## src/rtl/uart_tx.sv

```systemverilog
// Transmit-only 8N1 UART serializer: start bit, 8 data bits LSB first, stop bit.
// BAUD clock cycles per bit; start is level-sensitive and registered before use.
module uart_tx #(
  parameter int unsigned BAUD = 434
) (
  input  logic       clk,
  input  logic       rstn,
  input  logic [7:0] data,
  input  logic       start,
  output logic       ready,
  output logic       tx
);

  localparam int unsigned CntW = (BAUD > 1) ? $clog2(BAUD) : 1;
  localparam logic [CntW-1:0] CntMax = CntW'(BAUD - 1);

  typedef enum logic [1:0] {StIdle, StLoad, StTrans} state_e;

  state_e          state_q, state_d;
  logic [9:0]      shift_q, shift_d;
  logic [CntW-1:0] baud_cnt_q, baud_cnt_d;
  logic [3:0]      bit_cnt_q, bit_cnt_d;
  logic            start_r_q;
  logic            ready_q, ready_d;

  always_comb begin
    state_d    = state_q;
    shift_d    = shift_q;
    baud_cnt_d = baud_cnt_q;
    bit_cnt_d  = bit_cnt_q;
    unique case (state_q)
      StIdle: begin
        baud_cnt_d = '0;
        if (start_r_q) state_d = StLoad;
      end
      StLoad: begin
        shift_d    = {1'b1, data, 1'b0};
        bit_cnt_d  = '0;
        baud_cnt_d = '0;
        state_d    = StTrans;
      end
      StTrans: begin
        if (baud_cnt_q == CntMax) begin
          baud_cnt_d = '0;
          // Ones shift in behind the frame, so the line rests high once it has drained.
          shift_d    = {1'b1, shift_q[9:1]};
          bit_cnt_d  = bit_cnt_q + 4'd1;
          if (bit_cnt_q == 4'd9) state_d = StIdle;
        end else begin
          baud_cnt_d = baud_cnt_q + 1'b1;
        end
      end
      default: state_d = StIdle;
    endcase
    ready_d = (state_d == StIdle);
  end

  always_ff @(posedge clk) begin
    if (rstn) begin
      state_q    <= StIdle;
      shift_q    <= '1;
      baud_cnt_q <= '0;
      bit_cnt_q  <= '0;
      start_r_q  <= 1'b0;
      ready_q    <= 1'b1;
    end else begin
      state_q    <= state_d;
      shift_q    <= shift_d;
      baud_cnt_q <= baud_cnt_d;
      bit_cnt_q  <= bit_cnt_d;
      start_r_q  <= start;
      ready_q    <= ready_d;
    end
  end

  assign tx    = shift_q[0];
  assign ready = ready_q;

endmodule

```

## config.mk

```make
export PLATFORM = sky130hd
export DESIGN_NAME = uart_tx
export DESIGN_NICKNAME = d
export VERILOG_FILES = /design/src/rtl/uart_tx.sv
export SDC_FILE = /design/constraint.sdc
export NUM_CORES = 1
export LEC_CHECK = 0
export ABC_AREA = 1
export CAP_MARGIN = 20
export CORE_MARGIN = 4
export CORE_UTILIZATION = 45
export DETAILED_ROUTE_END_ITERATION = 12
export GPL_TIMING_DRIVEN = 1
export PLACE_DENSITY = 0.67
export SYNTH_ARGS = -nofsm -noshare
export SYNTH_HDL_FRONTEND = slang
export SYNTH_SLANG_ARGS = --single-unit
```

## constraint.sdc

```tcl
create_clock -name clk -period 1.8 [get_ports clk]
set_clock_uncertainty 0.15 [all_clocks]
set_input_delay 0.36 -clock clk [delete_from_list [all_inputs] [get_ports clk]]
set_output_delay 0.36 -clock clk [all_outputs]
set_load 0.02 [all_outputs]
```

==> results of run 1 <==
## final cells by class
| class | instances | area (um^2) |
|---|---|---|
| fill | 278 | 1300 |
| multi-input combinational | 147 | 711 |
| sequential | 26 | 520 |
| timing repair buffer | 14 | 138 |
| inverter | 21 | 78.8 |
| tap | 31 | 38.8 |
| clock buffer | 3 | 22.5 |
## power groups by stage
stage / registers [mW] / clock network (mW) / logic [mW]
2_1_floorplan: 0.632 / 0 / 0.113
3_3_place_gp: 0.627 / 0 / 0.176
3_5_place_dp: 0.628 / 0 / 0.177
4_1_cts: 0.615 / 0.250 / 0.178
5_1_grt: 0.619 / 0.272 / 0.201
6_report: 0.615 / 0.245 / 0.176
## state kept, by name (all words and copies together), names as in the netlist
signal,count
shift_q,9
start_r_q,1
baud_cnt_q,9
bit_cnt_q,4
ready,1
state_q,2
## Yosys cell counts (all sizes together)
library cell / count
nand3b: 1
xor2: 1
inv: 20
and2: 1
clkinv: 1
nand3: 18
nand4: 1
nor3: 1
o21a: 1
o21ai: 7
nor2: 21
dfxtp: 26
clkbuf: 2
nand2: 78
ha: 4
a21oi: 13
buf: 2
## metal layers
metal	global-route usage [%]	wire (um)
met4	4.96	33
met5	0	0
met3	2.88	86
met1	18.3	1280
met2	24.0	1250
## path summary, 6_finish.rpt
kind	slack, ns	end
hold reg to reg	0.31	shift_q[0]
hold / removal	0.31	shift_q[0]
setup / recovery	0.05	ready
setup reg to reg	0.19	shift_q[4]
## logic make-up after synthesis
group / after synthesis
AO/OA/AOI/OAI: 21
XOR/XNOR: 1
adder cells (fa/ha/maj): 4
buffers and inverters: 25
flip-flops: 26
AND/OR/NAND/NOR: 121
## per-stage QoR
| stage | cells | area [um^2] | hold WS, ns |
|---|---|---|---|
| after global placement | 239 | 1480 | 0.289 |
| after CTS | 242 | 1510 | 0.316 |
| after floorplan | 198 | 1340 | 0.279 |
| after global routing | 242 | 1510 | 0.350 |
| after detailed placement | 239 | 1480 | 0.295 |
| final | 242 | 1510 | 0.311 |
## placed cells by master (no fill, tap or decap), types with 2 or more instances in the layout
master           count
buf_4                2
nor2_4               2
inv_2                4
nor2_2               3
clkbuf_4             3
nand2_2              3
inv_1               16
dfxtp_1             26
clkdlybuf4s50_1     11
ha_1                 4
nor2_1              16
nand3_1             17
nand2_1             74
a21oi_1             11
a21oi_2              2
o21ai_0              6
## what timing repair did
item                                    4_1_cts  5_1_grt
endpoints found under the setup margin        0        1
resized for setup                             0        1
setup buffers                                 0        0
==> metrics.md, run 1 <==
| Metric | Value |
|---|---|
| Sw frac | 27.6% |
| Clock latency on the worst-skew pair | 0.32 ns |
| Utilization of the core after routing | 53.8% |
| Flop pwr share | 59.4% |
| Drt first pass iters | 4 |
| CP Buf/Inv Count | 1 |
| Synth Area in Adders | 3.74% |
| Critical Path AT | 1.24 ns |
| Worst Tran Pin Value | 0.416 ns |
| Clock sink total | 26 |
| Status | finished, final reports clean |
| Pwr dens | between 600 and 700 nW/um^2 |
| Port Buffers | 12 |
| GP Congestion | 0.811 |
| Core area | 2810 um^2 |
| Pint | 0.749 mW |
| Aggregate routed wire length | between 2 and 3 mm |
| Power share of the combinational group | roughly 17% |
| Synth Area in Compound Gates | 8.61% |
| Share of post-route cells with drive strength above 1 | 9.95% |
| Htree depth | 1 |
| Crit Reg-Reg Startpoint | baud_cnt_q[1] |
| Startpoint Class | flip-flop |
| Worst setup EP type | output pin |
| Max_cap viols | 0 |
| Layout Nets | roughly 230 |
| R2R cell count | 9 |
| Core Rows | 19 |
| Synth Area in XOR/XNOR | less than 1% |
| Unique masters post-synth | 26 |
| Sequential fraction of the synthesis area | 38.9% |
| Clk slew on worst S/H paths | 0.13 ns |
| Total congestion overflow | 0 |
| Total power | 1.04 mW |
| Setup TNS | 0 ns |
| Critical Path Source | ready |
| Syn_area_per_cell | a little under 7 um^2 |
| CP top delay family | buffers and inverters |
| Area of the mapped netlist | 1340 um^2 |
| Final worst slack | 0.0542 ns |
| CTS Buf Count | 3 |
| Post-DP HPWL | 1.94 mm |
| Final min period | ~1.7 ns |
| Initial antenna violation count | 0 |
| Final Hold Fails | 0 |
| # hold bufs at CTS | 0 |
| Clock Tree Root | clkbuf_4 |
| Gr usage total | 14.4% |
| Top post-synthesis cells by area | dfxtp_1 39%, nand2_1 21%, nand3_1 6.4% |
| Mux cell area share after synthesis | 0% |
| Via density | 5.02 |
| Worst slew margin | 72.3% |
| Vias in the first global route | 1061 |
| CP Cell Sequence | clkdlybuf4s50_1 |
| # diodes | 0 |
| CTS tree | done |
| Hold Path Stages | 2 |
| Top cell type's share of synthesized area | 38.9% |
| Leakage | about 0.65 nW |
| Ports | 13 |
| Post-route ant nets | 0 |
| CP Max Fanout | 1 |
| Hold wc startpoint | shift_q[0] |
| Final period utilization | 97.0% |
| Vias | 1215 |
| Max incr delay on CP | 0.59 ns |
| Crit path kind | flip-flop to output pin |
| Largest family of logic cells by synthesized area | simple AND/OR/NAND/NOR gates |
| DP Worst Slack | 0.151 ns |
| Yosys reg bits | 26 |
| Post-synthesis cell count | approximately 200 |
| Fmax | ~570 MHz |
| Longest Clk Path Bufs | 2 |
| Clock Power Share | 23.6% |
| RSZ-0062 raised after global routing | no |
| Die width | ~63 um |
| Synth-to-Final Area Change | 12.8% |
| Slowest CP cell | clkdlybuf4s50_1 |
| Stages on worst setup path | 1 |
| First-pass GRT wire length | 4.66 mm |
| Die area | a little under 4000 um^2 |
| Pin count of the biggest net entering global routing | 15 |
| Die H | 62.5 um |
| Hold WC Path Type | flip-flop to flip-flop |
| Yosys top cell by area | dfxtp_1 |
| Initial Util | 47.7% |
| Synth Warn # | 0 |
| Switching power | 0.286 mW |
| Iteration-0 DRC count of the detailed router | 77 |
| Slew Limit Fails | 0 |
| # DRC | 0 |
| Avg WL per Cell | 11.0 um |
| Max VDD drop | 0.329 mV |
| Simple-Gate Fraction of Synth Area | 40.1% |
| Mapped Nets | ~210 |
| Setup violators final | 0 |
| Worst path required time | approximately 1.3 ns |
(Power assumes the default switching activity.)
==> inputs of run 2 (changes only) <==
--- a/config.mk
+++ b/config.mk
@@ -6,12 +6,12 @@
 export NUM_CORES = 1
 export LEC_CHECK = 0
 export ABC_AREA = 1
-export CAP_MARGIN = 20
+export CAP_MARGIN = 30
 export CORE_MARGIN = 4
-export CORE_UTILIZATION = 45
+export CORE_UTILIZATION = 55
 export DETAILED_ROUTE_END_ITERATION = 12
 export GPL_TIMING_DRIVEN = 1
-export PLACE_DENSITY = 0.67
+export PLACE_DENSITY = 0.79
 export SYNTH_ARGS = -nofsm -noshare
 export SYNTH_HDL_FRONTEND = slang
 export SYNTH_SLANG_ARGS = --single-unit
==> run 2 against run 1 <==
Power is 5.1% higher. Die area down 16%. Register-to-register slack about the same. Clock power grew 20%. Setup slack improved by 0.12 ns. Largest cell class unchanged.
==> metrics.md, run 2 (same netlist as run 1, synthesis figures left out) <==
| Metric | Value |
|---|---|
| Hold Path Stages | 2 |
| Port Buffers | 12 |
| Fmax | 616 MHz |
| Pwr dens | between 700 and 800 nW/um^2 |
| Clock latency on the worst-skew pair | 0.32 ns |
| Initial Util | 59.3% |
| Clock Tree Root | clkbuf_4 |
| Pin count of the biggest net entering global routing | 15 |
| Post-route cell area | 1530 um^2 |
| Pint | 0.795 mW |
| Iteration-0 DRC count of the detailed router | 45 |
| Gr usage total | 18.2% |
| Sw frac | ~27% |
| Die H | approximately 57 um |
| Final worst slack | 0.177 ns |
| Leakage | 0.658 nW |
| Die area | between 3000 and 4000 um^2 |
| Vias in the first global route | approximately 1.2k |
| Via density | 5.15 |
| Switching power | 0.294 mW |
| Clock Power Share | 26.9% |
| Core Rows | 17 |
| Clk slew on worst S/H paths | 0.14 ns |
| Slew Limit Fails | 0 |
| Post-Layout Cell Count | 240 |
| # fillers | 205 |
| First-pass GRT wire length | 4.78 mm |
| Final period utilization | 90.2% |
| Post-route ant nets | 0 |
| Total congestion overflow | 0 |
| Aggregate routed wire length | around 2.8 mm |
| Drt first pass iters | 4 |
| Longest Clk Path Bufs | 2 |
| Share of post-route cells with drive strength above 1 | 10.4% |
| Largest regs | baud_cnt_q: 9 flops, shift_q: 9 flops, bit_cnt_q: 4 flops |
| Worst setup EP type | flip-flop |
| CP Max Fanout | 11 |
| # hold bufs at CTS | 0 |
| GP Congestion | ~0.9 |
| Number of cells after detailed placement | 236 |
| Placed Area | between 1000 and 1500 um^2 |
| Vias | 1237 |
| R2R cell count | 9 |
| Max_cap viols | 0 |
| Post-DP HPWL | 1.99 mm |
| Crit path kind | flip-flop to flip-flop |
| Ports | 13 |
| Critical Path AT | 1.67 ns |
| Commonest non-fill, non-tap cell in the layout | nand2_1 |
| Synth-to-Final Area Change | 14.1% |
| Core area | between 2000 and 2500 um^2 |
| Htree depth | 1 |
| Most frequent cells in the layout | 74 x nand2_1, 26 x dfxtp_1, 17 x nand3_1 |
| RSZ-0062 raised after global routing | no |
| Final Hold Fails | 0 |
| Hold WC Path Type | flip-flop to flip-flop |
| Clock sink total | 26 |
| Setup violators final | 0 |
| Setup TNS | 0 ns |
| Startpoint Class | flip-flop |
| CTS tree | done |
| Worst slew margin | 70.8% |
| Flop pwr share | 56.6% |
| # diodes | 0 |
| # DRC | 0 |
| Initial antenna violation count | 0 |
| Post-CTS Setup Bufs | 0 |
| Total power | 1.09 mW |
| Final min period | 1.62 ns |
| CTS Buf Count | 3 |
| Power share of the combinational group | 16.5% |
| DP Worst Slack | about 0.17 ns |
| Layout Nets | 228 |
| Die width | 57.3 um |
| Worst path required time | 1.85 ns |
| Worst Tran Pin Value | 0.438 ns |
| Avg WL per Cell | around 12 um |
| Max VDD drop | roughly 0.6 mV |
| Status | finished, final reports clean |
run 2: changes by cell type in the layout (fill, tap and decap cells not counted):
cell / before / now
clkbuf_8: 0 / 1
dlygate4sd2_1: 0 / 1
nand2_8: 0 / 1
nand2_4: 1 / 0
clkdlybuf4s50_1: 11 / 10
run 2: layout make-up:
type	instances	area [um^2]	area share [%]
Timing Repair Buffer	14	136	8.93
Inverter	21	78.8	5.16
Multi-Input combinational cell	147	719	47.1
Sequential cell	26	520	34.1
Tap cell	28	35.0	2.30
Clock buffer	4	36.3	2.38
run 2: final timing paths:
| kind | end | slack [ns] | from |
|---|---|---|---|
| setup reg to reg | shift_q[3] | 0.18 | baud_cnt_q[1] |
| hold / removal | shift_q[0] | 0.32 | shift_q[0] |
| hold reg to reg | shift_q[0] | 0.32 | shift_q[0] |
| setup / recovery | shift_q[3] | 0.18 | baud_cnt_q[1] |
run 2: power by group through the flow:
stage / sequential (mW) / combinational (mW) / clock [mW]
after floorplan: 0.632 / 0.113 / 0
after global placement: 0.627 / 0.174 / 0
after detailed placement: 0.628 / 0.179 / 0
after CTS: 0.616 / 0.179 / 0.300
after global routing: 0.619 / 0.205 / 0.325
final: 0.616 / 0.179 / 0.293
run 2: critical path, cell delays in order, from the launching register on:
cell and delay [ns]:
dfxtp_1 0.36, inv_1 0.08, ha_1 0.15, nand2_1 0.06, nor2_2 0.18, nand3_4 0.15, nand2_8 0.13, inv_2 0.10
nand2_1 0.07, nand3_1 0.06
run 2: per-layer routing:
layer / GRT usage [%] / wire [um]
met1: 21.8 / 1240
met2: 31.8 / 1370
met3: 2.26 / 111
met4: 8.94 / 48
met5: 0 / 0
run 2: metrics by stage:
stage | util (%) | hold slack (ns)
finish | 67.7 | 0.320
global route | 67.7 | 0.354
CTS | 67.2 | 0.324
detailed placement | 65.6 | 0.294
global placement | 65.6 | 0.290
floorplan | - | 0.279
run 2: timing repair:
action / in CTS / in global routing
endpoints found under the setup margin: 1 / 4
cloned: 0 / 0
resized for setup: 1 / 2
